--- config.mk ---
export PLATFORM = sky130hd
export DESIGN_NAME = acc_seq_ctrl
export DESIGN_NICKNAME = d
export VERILOG_FILES = /design/src/rtl/acc_seq_ctrl_pkg.sv /design/src/rtl/acc_mem_wait.sv /design/src/rtl/acc_seq_ctrl.sv
export SDC_FILE = /design/constraint.sdc
export NUM_CORES = 1
export LEC_CHECK = 0
export CAP_MARGIN = 0
export CORE_MARGIN = 2
export CORE_UTILIZATION = 49
export DETAILED_ROUTE_END_ITERATION = 8
export PLACE_DENSITY = 0.82
export SETUP_SLACK_MARGIN = 0.1
export SLEW_MARGIN = 20
export SYNTH_ARGS = -nofsm -noshare
export SYNTH_HDL_FRONTEND = slang
export SYNTH_HIERARCHICAL = 1
export SYNTH_SLANG_ARGS = --single-unit
--- constraint.sdc ---
create_clock -name clk -period 4.4 [get_ports clk]
set_input_delay 0.44 -clock clk [delete_from_list [all_inputs] [get_ports clk]]
set_output_delay 0.44 -clock clk [all_outputs]
set_load 0.03 [all_outputs]
--- src/rtl/acc_seq_ctrl_pkg.sv ---
// Shared encodings for the accumulator sequencer, datapath and bench.
package acc_seq_ctrl_pkg;

    typedef enum logic [2:0] {
        ST_FETCH  = 3'd0,
        ST_DECODE = 3'd1,
        ST_EXEC   = 3'd2,
        ST_MEM    = 3'd3,
        ST_HALT   = 3'd4,
        ST_FAULT  = 3'd5
    } state_t;

    localparam logic [3:0] OP_NOP   = 4'h0;
    localparam logic [3:0] OP_LDI   = 4'h1;
    localparam logic [3:0] OP_ADD   = 4'h2;
    localparam logic [3:0] OP_SUB   = 4'h3;
    localparam logic [3:0] OP_AND   = 4'h4;
    localparam logic [3:0] OP_OR    = 4'h5;
    localparam logic [3:0] OP_MOV   = 4'h6;
    localparam logic [3:0] OP_MVA   = 4'h7;
    localparam logic [3:0] OP_LW    = 4'h8;
    localparam logic [3:0] OP_SW    = 4'h9;
    localparam logic [3:0] OP_BEQZ  = 4'hA;
    localparam logic [3:0] OP_JMP   = 4'hB;
    localparam logic [3:0] OP_FLG   = 4'hC;
    localparam logic [3:0] OP_ILL_D = 4'hD;
    localparam logic [3:0] OP_ILL_E = 4'hE;
    localparam logic [3:0] OP_HALT  = 4'hF;

    localparam logic [1:0] ACC_SRC_ALU = 2'd0;
    localparam logic [1:0] ACC_SRC_EXT = 2'd1;
    localparam logic [1:0] ACC_SRC_MEM = 2'd2;
    localparam logic [1:0] ACC_SRC_REG = 2'd3;

    localparam logic [1:0] PC_SRC_INC = 2'd0;
    localparam logic [1:0] PC_SRC_REL = 2'd1;
    localparam logic [1:0] PC_SRC_ABS = 2'd2;

    localparam logic [1:0] ALU_ADD = 2'd0;
    localparam logic [1:0] ALU_SUB = 2'd1;
    localparam logic [1:0] ALU_AND = 2'd2;
    localparam logic [1:0] ALU_OR  = 2'd3;

    localparam logic EXT_SEXT8 = 1'b0;
    localparam logic EXT_FLAG  = 1'b1;

endpackage

--- src/rtl/acc_mem_wait.sv ---
// Counts unacknowledged memory-request cycles and flags a timeout.
module acc_mem_wait #(
    parameter int unsigned MAX_WAIT = 15,
    parameter int unsigned WAIT_W   = 8
) (
    input  logic clk,
    input  logic rst,
    input  logic req,
    input  logic ready,
    input  logic clear,
    output logic timeout
);

    logic [WAIT_W-1:0] count;

    // Wait counter: zero outside an access, one step per stalled request cycle.
    always_ff @(posedge clk) begin
        if (rst || clear) begin
            count <= '0;
        end else if (req && !ready) begin
            count <= count + WAIT_W'(1);
        end
    end

    // Ready in the same cycle the limit is reached still completes the access.
    assign timeout = req && !ready && (count == WAIT_W'(MAX_WAIT));

endmodule

--- src/rtl/acc_seq_ctrl.sv ---
// Multi-cycle control sequencer for the 16-bit accumulator datapath.
module acc_seq_ctrl
    import acc_seq_ctrl_pkg::*;
#(
    parameter int unsigned MAX_WAIT = 15,
    parameter int unsigned WAIT_W   = 8
) (
    input  logic       clk,
    input  logic       rst,
    input  logic [3:0] opcode,
    input  logic       acc_zero,
    input  logic       mem_ready,
    output logic       mem_req,
    output logic       mem_we,
    output logic       addr_sel,
    output logic       ir_we,
    output logic       pc_we,
    output logic [1:0] pc_src,
    output logic       acc_we,
    output logic [1:0] acc_src,
    output logic [1:0] alu_op,
    output logic       ext_sel,
    output logic       reg_we,
    output logic       halted,
    output logic       fault,
    output logic [2:0] state_dbg
);

    state_t state;
    logic   in_access;
    logic   timeout;

    // A memory access is live only in FETCH and MEM; a completed handshake restarts the count.
    assign in_access = (state == ST_FETCH) || (state == ST_MEM);

    acc_mem_wait #(
        .MAX_WAIT (MAX_WAIT),
        .WAIT_W   (WAIT_W)
    ) u_mem_wait (
        .clk     (clk),
        .rst     (rst),
        .req     (mem_req),
        .ready   (mem_ready),
        .clear   (!in_access || mem_ready),
        .timeout (timeout)
    );

    // Instruction sequencing; HALT and FAULT are left only through reset.
    always_ff @(posedge clk) begin
        if (rst) begin
            state <= ST_FETCH;
        end else begin
            case (state)
                ST_FETCH: begin
                    if (mem_ready) begin
                        state <= ST_DECODE;
                    end else if (timeout) begin
                        state <= ST_FAULT;
                    end
                end
                ST_DECODE: state <= ST_EXEC;
                ST_EXEC: begin
                    case (opcode)
                        OP_NOP:             state <= ST_FETCH;
                        OP_LW, OP_SW:       state <= ST_MEM;
                        OP_HALT:            state <= ST_HALT;
                        OP_ILL_D, OP_ILL_E: state <= ST_FAULT;
                        default:            state <= ST_FETCH;
                    endcase
                end
                ST_MEM: begin
                    if (mem_ready) begin
                        state <= ST_FETCH;
                    end else if (timeout) begin
                        state <= ST_FAULT;
                    end
                end
                ST_HALT:  state <= ST_HALT;
                ST_FAULT: state <= ST_FAULT;
                default:  state <= ST_FAULT;
            endcase
        end
    end

    // Datapath controls decoded from state, opcode and mem_ready; all quiet during reset.
    always_comb begin
        mem_req   = 1'b0;
        mem_we    = 1'b0;
        addr_sel  = 1'b0;
        ir_we     = 1'b0;
        pc_we     = 1'b0;
        pc_src    = PC_SRC_INC;
        acc_we    = 1'b0;
        acc_src   = ACC_SRC_ALU;
        alu_op    = ALU_ADD;
        ext_sel   = EXT_SEXT8;
        reg_we    = 1'b0;
        halted    = 1'b0;
        fault     = 1'b0;
        state_dbg = 3'd0;
        if (!rst) begin
            state_dbg = state;
            case (state)
                ST_FETCH: begin
                    mem_req = 1'b1;
                    if (mem_ready) begin
                        ir_we = 1'b1;
                        pc_we = 1'b1;
                    end
                end
                ST_EXEC: begin
                    case (opcode)
                        OP_LDI: begin
                            acc_we  = 1'b1;
                            acc_src = ACC_SRC_EXT;
                        end
                        OP_ADD: begin
                            acc_we = 1'b1;
                            alu_op = ALU_ADD;
                        end
                        OP_SUB: begin
                            acc_we = 1'b1;
                            alu_op = ALU_SUB;
                        end
                        OP_AND: begin
                            acc_we = 1'b1;
                            alu_op = ALU_AND;
                        end
                        OP_OR: begin
                            acc_we = 1'b1;
                            alu_op = ALU_OR;
                        end
                        OP_MOV: reg_we = 1'b1;
                        OP_MVA: begin
                            acc_we  = 1'b1;
                            acc_src = ACC_SRC_REG;
                        end
                        OP_BEQZ: begin
                            if (acc_zero) begin
                                pc_we  = 1'b1;
                                pc_src = PC_SRC_REL;
                            end
                        end
                        OP_JMP: begin
                            pc_we  = 1'b1;
                            pc_src = PC_SRC_ABS;
                        end
                        OP_FLG: begin
                            acc_we  = 1'b1;
                            acc_src = ACC_SRC_EXT;
                            ext_sel = EXT_FLAG;
                        end
                        default: ;
                    endcase
                end
                ST_MEM: begin
                    mem_req  = 1'b1;
                    addr_sel = 1'b1;
                    mem_we   = (opcode == OP_SW);
                    if (mem_ready && (opcode == OP_LW)) begin
                        acc_we  = 1'b1;
                        acc_src = ACC_SRC_MEM;
                    end
                end
                ST_HALT:  halted = 1'b1;
                ST_FAULT: fault  = 1'b1;
                default: ;
            endcase
        end
    end

endmodule

==> results.json, run 1 <==
{
  "status": "finished, final reports clean",
  "critPathMaxFanout": 11,
  "grt_pass1_wl_mm": 3.22,
  "place_congestion": 0.807,
  "cts.repair.resized": 0,
  "overflow": 0,
  "antenna_found_initial": 0,
  "grt_use_total_pct": 20.5,
  "layout-drive-gt1-share_pct": 7.35,
  "avgSynthCellArea_um2": 7.66,
  "power.switching_uw": 69.3,
  "clkSinkCount": 11,
  "via_count": 906,
  "n_antenna_cell": 0,
  "drv_slew": 0,
  "dr.first_iter.drc_count": 36,
  "cp-end-kind": "output port",
  "synth_top_area_cell": "dfxtp_1",
  "ys_top_cells_by_count": "dfxtp_1, nor2_1, nand2_1, a21oi_1, nor3_1",
  "clkTransAtPathRegs_ns": 0.07,
  "syn-instance-count": 113,
  "whs_ns": 0.493,
  "cp-start-kind": "input pin",
  "fin_crit_sh_pct": 69.8,
  "fin_nets": 146,
  "ctsHoldBuffers": 0,
  "netlist_area_um2": 866,
  "register_area_um2": 220,
  "tritoncts": "done",
  "syn2layout_area_growth_pct": 29.3,
  "multi_input_area_um2": 577,
  "vdd.ir_drop.worst_mv": 0.162,
  "drtPass1Iterations": 4,
  "place_hpwl_mm": 1.48,
  "finalSetupTns_ns": 0,
  "ys_seq_elements": 11,
  "setup_slack_ns": 1.33,
  "maxCapViolCount": 0,
  "power_frac_seq_pct": 46.5,
  "synthAdderAreaFrac_pct": 1.45,
  "die_h_um": 46.0,
  "synth.distinct_cells": 40,
  "clk_latency_ns": 0.27,
  "cp.required_ns": 3.96,
  "min_path_type": "reg2reg",
  "routed_via_density": 5.92,
  "routedWlPerCell_um": 12.8,
  "critPathArrivalTime_ns": 2.63,
  "post_cts_buffers": 0,
  "criticalPathCategory": "in2out",
  "die_area_um2": 2120,
  "tightest_slew_ns": 0.526,
  "power_frac_clock_pct": 30.2,
  "synth_xor_area_share_pct": 5.06,
  "fmax_mhz": 326,
  "ys_seq_area_share_pct": 25.4,
  "pre_cts_ws_ns": 1.32,
  "synth_top_family_by_area": "simple AND/OR/NAND/NOR gates",
  "period_minus_slack_ns": 3.07,
  "synth_compound_area_share_pct": 17.1,
  "num_io_pins": 27,
  "core_um2": 1690,
  "synthArstFlopShare_pct": 0,
  "comb_power_share_pct": 23.3,
  "clock_path_buffers": 2,
  "yosysTopAreaCellShare_pct": 25.4,
  "slew_headroom_pct": 64.7,
  "hold_viol": 0,
  "drcViolationCount": 0,
  "grt_pass1_vias": 769,
  "htreeDepth": 1,
  "nFillCells": 146,
  "die_w_um": 46.0,
  "synthMuxAreaShare_pct": 0,
  "port_buffers": 26,
  "ys.warnings.count": 6,
  "grt_max_degree": 14,
  "ant_nets": 0,
  "final_util_pct": 66.3,
  "cts_root_buf": "clkbuf_4",
  "wl_mm": 1.96,
  "ys.flop_type": "dfxtp_1",
  "setup_viol_count_final": 0,
  "skew_ns": 0.00556,
  "powerDensity_nw_per_um2": 205,
  "syn_nets": 122,
  "intPower_uw": 160,
  "rows": 15,
  "netSwitchingFraction_pct": 30.2,
  "synth_simple_gate_area_share_pct": 43.1,
  "initial_core_util_pct": 51.3,
  "rsz0062_at_grt": "false",
  "synthTopCellsByArea": "dfxtp_1, nor2_1, nor2b_1",
  "p_leak_uw": 0.000397,
  "cts_buffers": 3,
  "synth_edf_count": 0
}
[cell families (layout without fill, tap and decap cells)]
kind of cell / Yosys count / in the layout
fa+ha+maj: 1 / 1
buf+inv: 11 / 34
simple gates: 61 / 61
xor+xnor: 5 / 5
compound gates: 24 / 24
flops: 11 / 11
[layout make-up]
cell class	instances	area share [%]
Clock buffer	4	2.35
Timing Repair Buffer	26	23.2
Tap cell	17	1.90
Sequential cell	11	19.7
Inverter	4	1.34
Multi-Input combinational cell	91	51.5
[worst max-delay path, stage by stage]
cell	delay [ns]
clkdlybuf4s50_1	0.61
nor4b_4	0.43
and2b_1	0.20
nand2_1	0.07
o22ai_1	0.19
clkdlybuf4s50_1	0.70
[cell usage in the layout, fill, tap and decap left out, types with 2 or more instances in the layout]
cell	Yosys	routed
clkdlybuf4s50_1	0	26
nor2_1	11	11
dfxtp_1	11	11
nand2_1	9	9
nor3_1	7	7
a21oi_1	7	7
nor2b_1	6	6
o21ai_0	6	6
xnor2_1	4	4
inv_1	4	4
nand3_1	3	3
nand2b_1	3	3
o22ai_1	3	3
clkbuf_4	0	3
or4_1	3	3
or3_1	3	3
nand3b_1	2	2
a21boi_0	2	2
nand4_1	2	2
o31ai_1	2	2
[power by group through the flow]
stage	Combinational [uW]	Sequential, uW	Clock (uW)
6_report	53.4	107	69.4
5_1_grt	58.2	107	76.5
4_1_cts	53.3	106	71.7
3_5_place_dp	53.0	109	0
3_3_place_gp	52.6	108	0
2_1_floorplan	39.2	105	0
[layer usage]
metal | routed length (um) | part of all wire [%] | global-route usage, %
met1 | 932 | 48 | 27.4
met2 | 947 | 48 | 31.9
met3 | 57 | 2.9 | 4.76
met4 | 18 | 0.92 | 6.86
met5 | 0 | 0 | 0
[final timing paths]
kind	start	to	slack, ns	cells after the start
max	rst	acc_src[1]	1.33	6
min	u_mem_wait/count[7]	u_mem_wait/count[7]	0.49	2
min reg2reg	u_mem_wait/count[7]	u_mem_wait/count[7]	0.49	2
max reg2reg	state[0]	state[0]	1.98	8
[stage by stage]
| stage | std cells | total power (uW) | cell area (um2) |
|---|---|---|---|
| after CTS | 153 | 231 | 1120 |
| after detailed placement | 149 | 162 | 1090 |
| after floorplan | 113 | 144 | 866 |
| final | 153 | 229 | 1120 |
| after global placement | 149 | 161 | 1090 |
| after global routing | 153 | 242 | 1120 |
[registers in the layout (all words and copies together) (netlist names)]
signal and count:
u_mem_wait/count 8, state 3
Note: power is estimated with default switching activity, not from simulation.
==> run 2, diff against run 1 <==
--- a/config.mk
+++ b/config.mk
@@ -7,9 +7,9 @@
 export LEC_CHECK = 0
 export CAP_MARGIN = 0
 export CORE_MARGIN = 2
-export CORE_UTILIZATION = 49
+export CORE_UTILIZATION = 41
 export DETAILED_ROUTE_END_ITERATION = 8
-export PLACE_DENSITY = 0.82
+export PLACE_DENSITY = 0.73
 export SETUP_SLACK_MARGIN = 0.1
 export SLEW_MARGIN = 20
 export SYNTH_ARGS = -nofsm -noshare
==> constraint.sdc (replaced) <==
create_clock -name clk -period 2.6 [get_ports clk]
set_input_delay 0.26 -clock clk [delete_from_list [all_inputs] [get_ports clk]]
set_output_delay 0.26 -clock clk [all_outputs]
set_load 0.03 [all_outputs]
==> run 2 against run 1 <==
Utilization shrank 5.9 points. Final area rose by 6.9%. Via count fell by 0.33%. Routed wire length up 4.9%. Register-to-register slack worse by 1.3 ns. Non-clock buffer count increased by 7. Clock-buffer cell count is the same. Combinational power is 86% higher. Die area up 18%. Setup slack worse by 1.1 ns. First-iteration DRC count fell by 58%. Critical path depth shrank 2.
==> results.json, run 2 (same netlist as run 1, synthesis figures left out) <==
{
  "grt_pass1_wl_mm": 3.53,
  "netSwitchingFraction_pct": 29.4,
  "wl_mm": 2.05,
  "slew_headroom_pct": 73.6,
  "clkTransAtPathRegs_ns": 0.07,
  "finalSetupTns_ns": 0,
  "place_hpwl_mm": 1.52,
  "initial_core_util_pct": 43.7,
  "dr.first_iter.drc_count": 15,
  "cp-start-kind": "register",
  "powerDensity_nw_per_um2": 329,
  "power_frac_clock_pct": 28.9,
  "p_leak_uw": 0.000529,
  "crit_end": "acc_src[0]",
  "die_area_um2": 2500,
  "port_buffers": 26,
  "place_congestion": 0.856,
  "ctsHoldBuffers": 0,
  "antenna_found_initial": 0,
  "finalNonFillerCells": 170,
  "nFillCells": 167,
  "regMostFlops": "u_mem_wait/count",
  "reg2reg_depth": 8,
  "power_frac_seq_pct": 45.9,
  "clock_path_buffers": 2,
  "criticalPathCategory": "reg2out",
  "critPathArrivalTime_ns": 2.09,
  "largest_register_ffs": 8,
  "cp.required_ns": 2.34,
  "place_inst": 165,
  "overflow": 0,
  "syn2layout_area_growth_pct": 38.3,
  "cts_root_buf": "clkbuf_4",
  "rows": 16,
  "grt_use_total_pct": 17.6,
  "cp-end-kind": "output port",
  "critPathMaxFanout": 10,
  "maxCapViolCount": 0,
  "via_count": 903,
  "r2r-end": "state[0]",
  "hold_viol": 0,
  "period_minus_slack_ns": 2.35,
  "layout-drive-gt1-share_pct": 16.1,
  "power.switching_uw": 116,
  "status": "finished, final reports clean",
  "tritoncts": "done",
  "num_io_pins": 27,
  "routedWlPerCell_um": 12.1,
  "setup_slack_ns": 0.253,
  "fin_area_um2": 1200,
  "pre_cts_ws_ns": 0.211,
  "dpl_cell_area_um2": 1150,
  "skew_ns": 0.00319,
  "fin_crit_sh_pct": 90.3,
  "grt_max_degree": 13,
  "intPower_uw": 278,
  "fmax_mhz": 426,
  "drtPass1Iterations": 4,
  "reg.largest.list": "u_mem_wait/count (8), state (3)",
  "path_cells": "nor4b_4, buf_4, a21boi_0, clkdlybuf4s50_1",
  "core_um2": 1980,
  "setup_viol_count_final": 0,
  "routed_via_density": 5.31,
  "rsz0062_at_grt": "false",
  "r2r_slack_ns": 0.64,
  "reg2reg_from": "state[0]",
  "final_cell_mix": "clkdlybuf4s50_1, nor2_1, buf_4",
  "min_path_type": "reg2reg",
  "clkSinkCount": 11,
  "die_w_um": 50.0,
  "ant_nets": 0,
  "layout_commonest_cell": "clkdlybuf4s50_1",
  "comb_power_share_pct": 25.2,
  "cp_slowest_cell": "clkdlybuf4s50_1",
  "vdd.ir_drop.worst_mv": 0.476,
  "fin_nets": 153,
  "htreeDepth": 1,
  "drv_slew": 0,
  "n_antenna_cell": 0,
  "die_h_um": 50.0,
  "grt_pass1_vias": 829,
  "cpPeakStageDelay_ns": 0.71,
  "drcViolationCount": 0,
  "crit_start": "state[2]",
  "cts_buffers": 3,
  "clk_latency_ns": 0.27,
  "tightest_slew_ns": 0.395
}
run 2: worst max-delay path, delay by kind of cell (launching register included):
| family | cells | cell delay (ns) |
|---|---|---|
| buffers and inverters | 2 | 0.88 |
| DFF | 1 | 0.43 |
| and+or+nand+nor | 1 | 0.33 |
| AOI/OAI and AO/OA | 1 | 0.19 |
run 2: repair_timing:
action | 4_1_cts | 5_1_grt
setup endpoints to repair | 1 | 7
setup buffers | 0 | 1
pin swaps | 0 | 1
gates resized for setup | 1 | 6
cloned | 0 | 0
run 2: final cells by class:
class / instances / area [um2] / area share, %
multi-input cells: 91 / 582 / 48.6
repair buffers: 33 / 318 / 26.5
flip-flops and latches: 11 / 223 / 18.6
well taps: 27 / 33.8 / 2.82
clock buffers: 4 / 26.3 / 2.19
inverters: 4 / 15.0 / 1.25
run 2: worst min path at each step:
stage               depth (start not counted)                start             endpoint  slack (ns)
global route                                2  u_mem_wait/count[7]  u_mem_wait/count[7]        0.52
floorplan                                   2            opcode[3]             state[0]        0.42
global placement                            2  u_mem_wait/count[7]  u_mem_wait/count[7]        0.46
detailed placement                          2  u_mem_wait/count[7]  u_mem_wait/count[7]        0.47
finish                                      2  u_mem_wait/count[7]  u_mem_wait/count[7]        0.48
CTS                                         2  u_mem_wait/count[7]  u_mem_wait/count[7]        0.48
run 2: stage by stage:
stage / power (uW) / utilization (%) / hold WS (ns)
2_1_floorplan: 245 / - / 0.423
3_3_place_gp: 282 / 58.0 / 0.462
3_5_place_dp: 283 / 58.0 / 0.471
4_1_cts: 398 / 59.3 / 0.479
5_1_grt: 415 / 60.4 / 0.517
6_report: 394 / 60.4 / 0.479
run 2: metal layers:
metal  global-route usage [%]  routed length, um
met1                     24.7               1010
met2                     27.8                952
met3                     4.24                 71
met4                     2.78                 14
met5                        0                  0
run 2: power by group through the flow:
stage	Combinational (uW)	Sequential, uW	Clock (uW)
after global routing	107	182	126
after floorplan	67.3	178	0
after detailed placement	98.7	184	0
after global placement	97.9	184	0
after CTS	99.7	180	118
final	99.3	181	114
==> run 3, diff against run 2 <==
--- a/config.mk
+++ b/config.mk
@@ -11,6 +11,7 @@
 export DETAILED_ROUTE_END_ITERATION = 8
 export PLACE_DENSITY = 0.73
 export SETUP_SLACK_MARGIN = 0.1
+export SKIP_LAST_GASP = 1
 export SLEW_MARGIN = 20
 export SYNTH_ARGS = -nofsm -noshare
 export SYNTH_HDL_FRONTEND = slang
==> results of run 3 <==
No change in the layout: final DEF, timing and power equal those of run 2.
